--- config.mk ---
export PLATFORM = sky130hd
export DESIGN_NAME = serial_sub_flat
export DESIGN_NICKNAME = d
export VERILOG_FILES = /design/src/rtl/serial_sub_pkg.sv /design/src/rtl/serial_sub_if.sv /design/src/rtl/serial_sub_fs_bh.sv /design/src/rtl/serial_sub.sv /design/src/flat_wrapper.sv
export SDC_FILE = /design/constraint.sdc
export NUM_CORES = 1
export LEC_CHECK = 0
export BUFFER_PORTS_ARGS = -buffer_cell sky130_fd_sc_hd__buf_2
export CAP_MARGIN = 20
export CORE_MARGIN = 2
export CORE_UTILIZATION = 30
export CTS_CLUSTER_SIZE = 16
export DETAILED_ROUTE_END_ITERATION = 6
export HOLD_SLACK_MARGIN = 0.02
export PLACE_DENSITY = 0.55
export SLEW_MARGIN = 25
export SYNTH_ARGS = -nofsm -noshare
export SYNTH_HDL_FRONTEND = slang
export SYNTH_SLANG_ARGS = --single-unit
--- constraint.sdc ---
create_clock -name clk -period 2.75 [get_ports clk]
set_input_delay 0.4125 -clock clk [delete_from_list [all_inputs] [get_ports clk]]
set_output_delay 0.4125 -clock clk [all_outputs]
set_load 0.005 [all_outputs]
--- src/rtl/serial_sub_pkg.sv ---
// -----------------------------------------------------------------------------
// serial_sub_pkg
// Shared definitions for the bit-serial subtractor:
//   - DEFAULT_WIDTH : default operand width in bits
//   - state_t       : sequencer state encoding (IDLE / RUN / DONE)
//   - cnt_width()   : width of the bit counter for a given operand width
// -----------------------------------------------------------------------------
package serial_sub_pkg;

  localparam int DEFAULT_WIDTH = 8;

  typedef enum logic [1:0] {
    IDLE = 2'd0,
    RUN  = 2'd1,
    DONE = 2'd2
  } state_t;

  // The counter only has to reach width-1, so $clog2(width) bits suffice.
  // The floor of 1 keeps the counter a legal vector when width is 2.
  function automatic int cnt_width(input int width);
    return (width > 2) ? $clog2(width) : 1;
  endfunction

endpackage

--- src/rtl/serial_sub_if.sv ---
// -----------------------------------------------------------------------------
// serial_sub_if
// Request/result bundle of the bit-serial subtractor.
//   start      : request pulse, honoured only while the block is idle
//   a, b       : minuend / subtrahend, captured when start is accepted
//   busy       : high while an operation is running or presenting its result
//   done       : one-cycle result-valid strobe
//   diff       : (a - b) mod 2^WIDTH
//   borrow_out : final borrow, 1 iff a < b (unsigned)
// Modports:
//   master : the requester (drives start/a/b, observes results)
//   slave  : the subtractor
// -----------------------------------------------------------------------------
interface serial_sub_if
  import serial_sub_pkg::*;
#(
  parameter int WIDTH = DEFAULT_WIDTH
) ();

  logic             start;
  logic [WIDTH-1:0] a;
  logic [WIDTH-1:0] b;
  logic             busy;
  logic             done;
  logic [WIDTH-1:0] diff;
  logic             borrow_out;

  modport master (
    output start, a, b,
    input  busy, done, diff, borrow_out
  );

  modport slave (
    input  start, a, b,
    output busy, done, diff, borrow_out
  );

endinterface

--- src/rtl/serial_sub_fs_bh.sv ---
// -----------------------------------------------------------------------------
// fs_bh
// One-bit full subtractor, purely combinational.
//   a     : minuend bit
//   b     : subtrahend bit
//   b_in  : borrow from the less significant bit
//   d     : difference bit
//   b_out : borrow into the more significant bit
// -----------------------------------------------------------------------------
module fs_bh (
  input  logic a,
  input  logic b,
  input  logic b_in,
  output logic d,
  output logic b_out
);

  assign d = a ^ b ^ b_in;

  // Borrow when the minuend bit is 0 and the subtrahend bit is 1, or when the
  // two bits are equal and a borrow is already pending.
  assign b_out = (~a & b) | (~(a ^ b) & b_in);

endmodule

--- src/rtl/serial_sub.sv ---
// -----------------------------------------------------------------------------
// serial_sub
// Bit-serial unsigned subtractor. An accepted request latches a and b, then
// one bit per clock is processed LSB first through a single full-subtractor
// cell. After WIDTH bit steps the result is published on diff/borrow_out and
// done pulses for one cycle, after which the block is idle again.
//
// Ports:
//   clk : clock, all state changes on its rising edge
//   rst : synchronous active-high reset, overrides everything
//   bus : serial_sub_if slave modport (start, a, b, busy, done, diff,
//         borrow_out)
//
// Timing, start accepted at edge k:
//   edges k+1 .. k+WIDTH : one bit processed per edge
//   edge  k+WIDTH        : diff/borrow_out updated, state enters DONE
//   cycle after k+WIDTH  : done = 1
//   edge  k+WIDTH+1      : back to IDLE; a new start can be taken at k+WIDTH+2
// -----------------------------------------------------------------------------
module serial_sub
  import serial_sub_pkg::*;
#(
  parameter int WIDTH = DEFAULT_WIDTH
) (
  input  logic         clk,
  input  logic         rst,
  serial_sub_if.slave  bus
);

  localparam int CNT_W = cnt_width(WIDTH);
  localparam logic [CNT_W-1:0] LAST_CNT = CNT_W'(WIDTH - 1);

  // ---------------------------------------------------------------------------
  // Declarations
  // ---------------------------------------------------------------------------
  state_t           state;
  state_t           state_n;

  logic             accept;     // start taken this cycle
  logic             step;       // one bit processed this cycle
  logic             last_bit;   // current step is the MSB

  logic [CNT_W-1:0] cnt;
  logic [WIDTH-1:0] a_sr;
  logic [WIDTH-1:0] b_sr;
  logic             borrow;

  // Result bits collected so far. Only WIDTH-1 bits are stored: the bit
  // produced on the final step goes straight into diff alongside them.
  logic [WIDTH-2:0] res_sr;
  logic [WIDTH-1:0] res_next;

  logic [WIDTH-1:0] diff_q;
  logic             borrow_q;

  logic             bit_d;
  logic             bit_bout;

  // ---------------------------------------------------------------------------
  // Per-bit arithmetic
  // ---------------------------------------------------------------------------
  fs_bh u_fs_bh (
    .a     (a_sr[0]),
    .b     (b_sr[0]),
    .b_in  (borrow),
    .d     (bit_d),
    .b_out (bit_bout)
  );

  // New bit enters from the MSB side; after WIDTH steps the first (LSB)
  // result bit has travelled down to bit 0.
  assign res_next = {bit_d, res_sr};
  assign last_bit = (cnt == LAST_CNT);

  // ---------------------------------------------------------------------------
  // FSM: state register
  // ---------------------------------------------------------------------------
  // NOTE: clocked state is written with non-blocking assignments only, so every
  // always_ff block samples the pre-edge value of every other register.
  always_ff @(posedge clk) begin
    if (rst) begin
      state <= IDLE;
    end else begin
      state <= state_n;
    end
  end

  // ---------------------------------------------------------------------------
  // FSM: next state and decoded outputs
  // ---------------------------------------------------------------------------
  // NOTE: every signal written here gets a default before the case statement,
  // so no path through the block can leave one unassigned and infer a latch.
  always_comb begin
    state_n  = state;
    accept   = 1'b0;
    step     = 1'b0;
    bus.busy = 1'b0;
    bus.done = 1'b0;

    unique case (state)
      IDLE: begin
        if (bus.start) begin
          accept  = 1'b1;
          state_n = RUN;
        end
      end

      RUN: begin
        bus.busy = 1'b1;
        step     = 1'b1;
        if (last_bit) begin
          state_n = DONE;
        end
      end

      DONE: begin
        bus.busy = 1'b1;
        bus.done = 1'b1;
        state_n  = IDLE;
      end

      default: begin
        state_n = IDLE;
      end
    endcase
  end

  // ---------------------------------------------------------------------------
  // Datapath: operand shifters, counter, running borrow, result registers
  // ---------------------------------------------------------------------------
  // NOTE: the whole datapath is reset, not just the control state, because
  // an aborted operation must leave diff, borrow_out and the shifters at zero.
  always_ff @(posedge clk) begin
    if (rst) begin
      cnt      <= '0;
      a_sr     <= '0;
      b_sr     <= '0;
      borrow   <= 1'b0;
      res_sr   <= '0;
      diff_q   <= '0;
      borrow_q <= 1'b0;
    end else if (accept) begin
      a_sr   <= bus.a;
      b_sr   <= bus.b;
      cnt    <= '0;
      borrow <= 1'b0;
      res_sr <= '0;
    end else if (step) begin
      a_sr   <= a_sr >> 1;
      b_sr   <= b_sr >> 1;
      borrow <= bit_bout;
      res_sr <= res_next[WIDTH-1:1];
      if (last_bit) begin
        // Publish only the finished word; partial shifts never reach diff.
        diff_q   <= res_next;
        borrow_q <= bit_bout;
      end else begin
        cnt <= cnt + 1'b1;
      end
    end
  end

  assign bus.diff       = diff_q;
  assign bus.borrow_out = borrow_q;

endmodule

--- src/flat_wrapper.sv ---
// flat-port wrapper written by rule: the top's interface ports become plain ports
module serial_sub_flat import serial_sub_pkg::*;
#(
  parameter int WIDTH = DEFAULT_WIDTH
)
  (clk, rst, bus_start, bus_a, bus_b, bus_busy, bus_done, bus_diff, bus_borrow_out);
  serial_sub_if #(.WIDTH(WIDTH)) bus_i ();
  input  logic clk;
  input  logic rst;
  input wire logic [$bits(bus_i.start)-1:0] bus_start;
  input wire logic [$bits(bus_i.a)-1:0] bus_a;
  input wire logic [$bits(bus_i.b)-1:0] bus_b;
  output wire logic [$bits(bus_i.busy)-1:0] bus_busy;
  output wire logic [$bits(bus_i.done)-1:0] bus_done;
  output wire logic [$bits(bus_i.diff)-1:0] bus_diff;
  output wire logic [$bits(bus_i.borrow_out)-1:0] bus_borrow_out;
  assign bus_i.start = bus_start;
  assign bus_i.a = bus_a;
  assign bus_i.b = bus_b;
  assign bus_busy = bus_i.busy;
  assign bus_done = bus_i.done;
  assign bus_diff = bus_i.diff;
  assign bus_borrow_out = bus_i.borrow_out;
  serial_sub #(.WIDTH(WIDTH)) u_core (.clk(clk), .rst(rst), .bus(bus_i));
endmodule
* Yosys cells after proc, flatten, opt, wreduce, memory -nomap -nowiden
Index checks and enable logic that the tools add are counted.
Word-level totals: logic and storage cells 42, input port bits 19, flip-flop bits (word level) 38, output and inout bits 11
Operators by class: reductions and logical operators 7, muxes and demuxes 12, $add $sub $neg 1, equal/unequal tests 5, bitwise logic cells 9
Operator list (number):
- 8-bit 2-to-1 mux | 4
- 1-bit 2-to-1 mux | 5
- 2-bit 2-to-1 mux | 2
- 1-bit inverter | 4
- 2-bit case mux with 2 select lines | 1
- 2-bit AND reduction | 2
- 2-bit OR reduction | 2
- 3-bit by 1-bit adder with 3-bit output (second input constant) | 1
- 3-bit equality test (second input constant) | 1
- 3-bit AND reduction | 1
- 1-bit AND | 2
- 2-bit by 1-bit equality test with 1-bit output (second input constant) | 1
- 2-bit equality test (second input constant) | 1
- 2-bit logical NOT | 1
- 2-bit by 1-bit != test with 1-bit output (second input constant) | 1
- 2-bit != test (second input constant) | 1
- 2-bit nonzero test | 1
- 1-bit bitwise XOR | 2
- 1-bit bitwise OR | 1

* Longest topological paths before layout
Gate-level depths: netlist of the first run.
word-level depth 4, depth in mapped cells 6, mapped depth without buffers 5

* Cells and area by module
Synthesis of the first run repeated with hierarchy kept, for this count alone.
Unflattened totals: cells, all modules 173, area total of the unflattened synthesis 1657.8 um^2
Modules (own cells, without submodules):
- serial_sub | times used 1, cells an instance 169, seq. area each 760.7 um^2, area each 1626.6 um^2
- fs_bh | times used 1, cells an instance 4, seq. area each 0.0 um^2, area each 31.3 um^2

* Worst setup path before layout of the first run
OpenSTA, ideal clock, no wires.
path kind flip-flop to flip-flop, from register u_core.cnt[0], to register u_core.cnt[1], period minus slack after synthesis 1362 ps, data required time 2633 ps, setup slack 1388 ps, arrival time 1245 ps, cell stages (with the launch flop) 7, cells stage by stage dfxtp_1 -> ha_1 -> ha_1 -> nor2b_1 -> clkbuf_1 -> mux2i_1 -> nor2_1
Between the ends: word-level cells in the longest chain between the ends 3
RTL lines:
- from (decl) | RTL line serial_sub.sv:43 | logic [CNT_W-1:0] cnt;
- from (signal assigned) | RTL line serial_sub.sv:158 | cnt <= cnt + 1'b1;
- branches (longest 3 deep; another with 3-bit by 1-bit adder with 3-bit output)
Several ways; the timed one is not identified. A chain may end at the register's enable or synchronous reset.

* Final worst setup path of the first run
from register u_core.state[1], to register u_core.res_sr[1]
Between the ends: word-level cells in the longest chain between the ends 3
RTL lines:
- from (decl) | RTL line serial_sub.sv:36 | state_t state;
- from (signal assigned) | RTL line serial_sub.sv:84 | state <= state_n;
- 2-bit logical NOT | RTL line serial_sub.sv:100 | unique case (state)
- 1-bit 2-to-1 mux | RTL line serial_sub.sv:100
- 2-bit OR reduction (no source line)
- to (signal assigned) | RTL line serial_sub.sv:152 | res_sr <= res_next[WIDTH-1:1];
- to (decl) | RTL line serial_sub.sv:50 | logic [WIDTH-2:0] res_sr;
Parallel ways exist; a longest one is shown, timed or not.

==> run_results.csv, run 1 <==
group,metric,value,unit
critical_path,start_kind,"register",
critical_path,critPathLaunch,"u_core.state[1]",
synth,ys.flop_type,"dfxtp_1",
routing,avgViaCountPerCell,4.411,
sta,hold_violations,0,
critical_path,path_max_fanout,16,
grt,grt_use_total,9.852,%
sta,finalSetupTns,0,ps
sta,fin_crit_sh,62.13,%
placement,pre_cts_slack,1043,ps
critical_path,worst-r2r-setup-slack,1040,ps
synth,ys_seq_area_share,44.61,%
grt,grtUsageMet1,13.17,%
grt,grt_pass1_vias,1080,
job,drv_cap,0,
synth,syn-num-nets,196,
clock_tree,cts_buffers,5,
clock_tree,clock-root-buffer,"clkbuf_8",
sta,worstMarginPinSlew,430.2,ps
synth,synth_area_leaders,"dfxtp_1 (45%), mux2i_1 (18%), a211oi_1 (6.6%)",
die,die-area,6304,um2
critical_path,reg2reg_depth,6,
routing,first_pass_iters,4,
layout,syn2layout_area_growth,16.14,%
worst_hold_path,hp-class,"in2reg",
grt,antenna_found_initial,0,
clock_tree,insertion_delay,280,ps
routing,dr_total_vias,1191,
routing,drtIter0Drc,33,
clock_tree,htree_levels,2,
grt,grt_use_met2,14.58,%
die,chipHeight,79.40,um
sta,slew_headroom,71.32,%
critical_path,arrival,1860,ps
sta,max_clock_freq,585.3,MHz
synth,synth-edff-count,0,
clock_tree,holdBufCountCts,0,
pwr,peakVddDrop,0.1854,mV
critical_path,end_kind,"register",
synth,synth_area,1705,um2
placement,io_buffers,29,
sta,final-setup-viol-count,0,
die,core,5507,um2
synth,synth_async_sr_flop_share,0,%
grt,grt_overflow,0,
sta,final_max_slew_viol_count,0,
synth,yosysWarnings,0,
clock_tree,clk_pin_slew_worst_paths,70,ps
synth,synth.distinct_cells,23,
synth,synth_area_per_cell,10.03,um2
pwr,powerDensity,601.8,nW/um2
pwr,p_leak,0.7705,nW
die,row_count,27,
synth,synth_seq_cells,38,
synth,synthCells,170,
die,io_pins,30,
clock_tree,cts_tree,"done",
sta,rsz0062_at_grt,"no",
critical_path,r2r_start,"u_core.state[1]",
sta,skew,5.351,ps
synth,synth_top_cell_area_share,44.61,%
layout,drive_gt1_share,21.72,%
grt,gr-max-usage-layer,"met2",
worst_hold_path,hold_depth,3,
grt,grt_start_max_net_pins,31,
placement,hpwlAfterDp,2006,um
critical_path,timing.rr.end,"u_core.res_sr[1]",
critical_path,cp.required,2900,ps
placement,gp_congestion,0.7231,
grt,grt_pass1_wl,4871,um
worst_hold_path,whs_endpoint,"u_core.a_sr[7]",
sta,fin_crit,1709,ps
routing,route.antenna.remaining_nets,0,
clock_tree,postCtsSetupBuffers,0,
run_status,outcome,"finished, final reports clean",
clock_tree,clock_sinks,38,
critical_path,criticalPathCategory,"reg2reg",
sta,worst_slack,1042,ps
die,chipWidth,79.40,um
layout,diodes,0,
synth,synth_most_common_cell,"dfxtp_1",
routing,drc,0,
clock_tree,post_cts_resize_count,0,
layout,nets,223,
synth,post-synth-top-area-cell,"dfxtp_1",
synth,synth_common_cells,"dfxtp_1 (38), mux2i_1 (31), nor2_1 (26), nand2b_1 (18), a211oi_1 (15)",
die,start_util,30.97,%
clock_tree,clock_path_buffers,2,
pwr,power,1.192,mW
grt,use_met3,3.167,%
routing,finalWirelength,2917,um
routing,wl_per_cell,10.80,um
worst_hold_path,hold_start,"bus_a[7]",
==> worst max-delay path: stages, from the launching register on <==
cell and delay, ps:
dfxtp_1 320, inv_1 90, ha_1 350, buf_4 320
buf_4 230, mux2i_1 210, nor2_1 60
==> final cells by class <==
class,count,area (um2)
timing repair buffer,33,175.2
inverter,4,15.01
multi-input combinational,115,848.3
clock inverter,1,5.005
clock buffer,7,86.33
fill,569,3526
sequential,38,760.7
tap,72,90.09
==> logic make-up (layout without fill, tap and decap cells) <==
logic type      count (synthesis)  count (layout)  synth area share [%]
buf+inv                        17              45                 5.649
flops                          38              38                 44.61
simple gates                   54              54                 16.29
mux                            31              31                 18.20
fa+ha+maj                       7               7                 5.576
xor+xnor                        1               1                0.5137
compound gates                 22              22                 9.171
==> cells in the final DEF (no fill, tap or decap), types with 2 or more instances in the layout <==
cell,netlist,final
dfxtp_1,38,38
a21oi_1,4,4
nor2_1,26,26
mux2i_1,31,31
nand3_1,2,2
a211oi_1,15,15
buf_4,1,4
nand3b_1,3,3
nand2b_1,18,18
buf_2,5,29
ha_1,6,6
nor2b_1,2,2
inv_1,4,4
clkbuf_8,0,6
==> stage by stage <==
step / utilization, % / std cells / hold slack [ps] / instance area (um2)
after floorplan: - / 170 / 451.2 / 1705
after global placement: 34.31 / 262 / 463.2 / 1889
after detailed placement: 34.31 / 262 / 464.0 / 1889
after CTS: 35.97 / 270 / 378.5 / 1981
after global routing: 35.97 / 270 / 390.2 / 1981
final: 35.97 / 270 / 391.9 / 1981
==> sequential cells by signal (all words and copies together) (netlist names) <==
name and cells:
u_core.res_sr 7, u_core.cnt 3, u_core.b_sr 8, u_core.state 2, u_core.borrow 1, u_core.bus.borrow_out 1
u_core.a_sr 8, u_core.bus.diff 8
==> metal layers <==
layer | part of all wire [%] | wire, um
met3 | 3.8 | 111
met5 | 0 | 0
met4 | 1.7 | 51
met2 | 43 | 1264
met1 | 51 | 1490
==> report_power, final <==
group	leakage (nW)	switching, mW	total [mW]	internal [mW]
clock	0.0482	0.184	0.386	0.202
combinational	0.412	0.106	0.201	0.0950
sequential	0.310	0.0198	0.605	0.585
total	0.770	0.309	1.19	0.883
==> how the worst max path moves through the flow <==
stage                          to  slack, ps  cells past startpoint
5_1_grt        u_core.bus.diff[4]        870                      5
6_report         u_core.res_sr[1]       1040                      6
4_1_cts          u_core.res_sr[1]       1020                      6
3_3_place_gp   u_core.bus.diff[6]       1070                      5
2_1_floorplan       u_core.cnt[1]       1390                      6
3_5_place_dp     u_core.res_sr[1]       1040                      6
Note: power is estimated with default switching activity, not from simulation.
==> run 2, diff against run 1 <==
Clock period 2.75 ns to 1.7 ns, I/O delays scaled along.
==> run 2 against run 1 <==
  * Combinational power rose by 67%
  * Clock power grew 47%
  * Design area did not move
  * Worst setup slack lost 880 ps
  * Critical path depth is 1 lower
  * Sequential power grew 62%
  * Non-clock buffer count is the same
  * Wire length rose by 2.2%
==> run_results.csv, run 2 (synthesis gave the netlist of run 1 again) <==
group,metric,value,unit
grt,grt_pass1_wl,5250,um
sta,fin_crit,1540,ps
job,drv_cap,0,
routing,avgViaCountPerCell,4.428,
sta,slew_headroom,71.67,%
grt,grt_start_max_net_pins,29,
clock_tree,htree_levels,2,
routing,drtIter0Drc,37,
clock_tree,insertion_delay,280,ps
sta,finalSetupTns,0,ps
sta,max_clock_freq,649.2,MHz
sta,skew,10.18,ps
sta,final-setup-viol-count,0,
routing,finalWirelength,2981,um
layout,nets,223,
die,core,5507,um2
run_status,outcome,"finished, final reports clean",
critical_path,r2r_start,"u_core.state[0]",
routing,dr_total_vias,1191,
clock_tree,clock_sinks,38,
grt,grt_overflow,0,
clock_tree,postCtsSetupBuffers,0,
clock_tree,clock-root-buffer,"clkbuf_8",
clock_tree,clk_pin_slew_worst_paths,70,ps
layout,layout.cells.most_common_list,"dfxtp_1 (38), mux2i_1 (31), buf_2 (29)",
routing,drc,0,
pwr,powerDensity,949.8,nW/um2
die,start_util,30.97,%
die,row_count,27,
placement,gp_congestion,0.6748,
routing,route.antenna.remaining_nets,0,
layout,drive_gt1_share,21.83,%
critical_path,criticalPathCategory,"reg2reg",
layout,mostFrequentLayoutCell,"dfxtp_1",
pwr,peakVddDrop,0.3081,mV
clock_tree,clock_path_buffers,2,
sta,worstMarginPinSlew,424.0,ps
grt,grt_use_total,10.53,%
placement,hpwlAfterDp,2042,um
worst_hold_path,hp-class,"in2reg",
layout,fin_util,35.97,%
critical_path,critPathLaunch,"u_core.state[0]",
critical_path,start_kind,"register",
critical_path,path_max_fanout,11,
layout,syn2layout_area_growth,16.14,%
clock_tree,cts_tree,"done",
sta,rsz0062_at_grt,"no",
pwr,p_leak,0.7710,nW
sta,final_max_slew_viol_count,0,
critical_path,cp.required,1900,ps
die,chipWidth,79.40,um
die,die-area,6304,um2
clock_tree,cts_buffers,5,
critical_path,worst-r2r-setup-slack,160,ps
layout,diodes,0,
grt,antenna_found_initial,0,
worst_hold_path,hold_start,"bus_a[7]",
critical_path,arrival,1740,ps
grt,grt_pass1_vias,1133,
routing,wl_per_cell,11.08,um
die,io_pins,30,
placement,io_buffers,29,
sta,hold_violations,0,
die,chipHeight,79.40,um
routing,first_pass_iters,4,
clock_tree,post_cts_resize_count,0,
clock_tree,holdBufCountCts,0,
critical_path,end_kind,"register",
sta,fin_crit_sh,90.62,%
run 2: cell count changes in the layout (fill, tap and decap cells not counted), sizes merged:
cell / delta
clkinv: +1
clkbuf: -2
run 2: path summary, 6_finish.rpt:
kind / depth (start not counted) / to
hold reg to reg: 2 / u_core.bus.diff[4]
hold / removal: 3 / u_core.a_sr[7]
setup reg to reg: 5 / u_core.borrow
setup / recovery: 5 / u_core.borrow
run 2: power by group:
part | total [mW] | internal, mW | leakage, nW | switching [mW]
Combinational | 0.336 | 0.161 | 0.417 | 0.175
Clock | 0.567 | 0.275 | 0.0438 | 0.292
Sequential | 0.978 | 0.947 | 0.310 | 0.0310
run 2: cell type report:
cell class                 instances  area (um2)
clock buffer                       5       68.82
clock inverter                     2       10.01
fill                             588        3526
inverter                           4       15.01
multi-input combinational        115       848.3
sequential                        38       760.7
tap                               72       90.09
timing repair buffer              33       187.7
run 2: metal layers:
layer	vias up	part of all wire, %	global-route usage, %
met5	-	0	0
met4	0	2.3	5.172
met1	532	52	14.41
met2	18	42	15.17
met3	6	3.7	2.941
li1	635	-	-
run 2: metrics by stage:
stage               hold slack [ps]  total power, mW  area, um2  worst slack [ps]  instances
finish                        224.3            1.881       1981             159.5        269
CTS                           219.2            1.913       1981             140.0        269
detailed placement            459.1            1.338       1902             160.9        262
floorplan                     402.5            1.267       1705             337.7        170
global route                  237.2            1.996       1981             2.821        269
global placement              458.7            1.339       1902             188.3        262
run 2: critical path, stage by stage (launching register included):
cell and delay, ps:
dfxtp_1 370, inv_1 90, ha_1 260, nand2_2 180
nand2b_1 280, a211oi_1 280
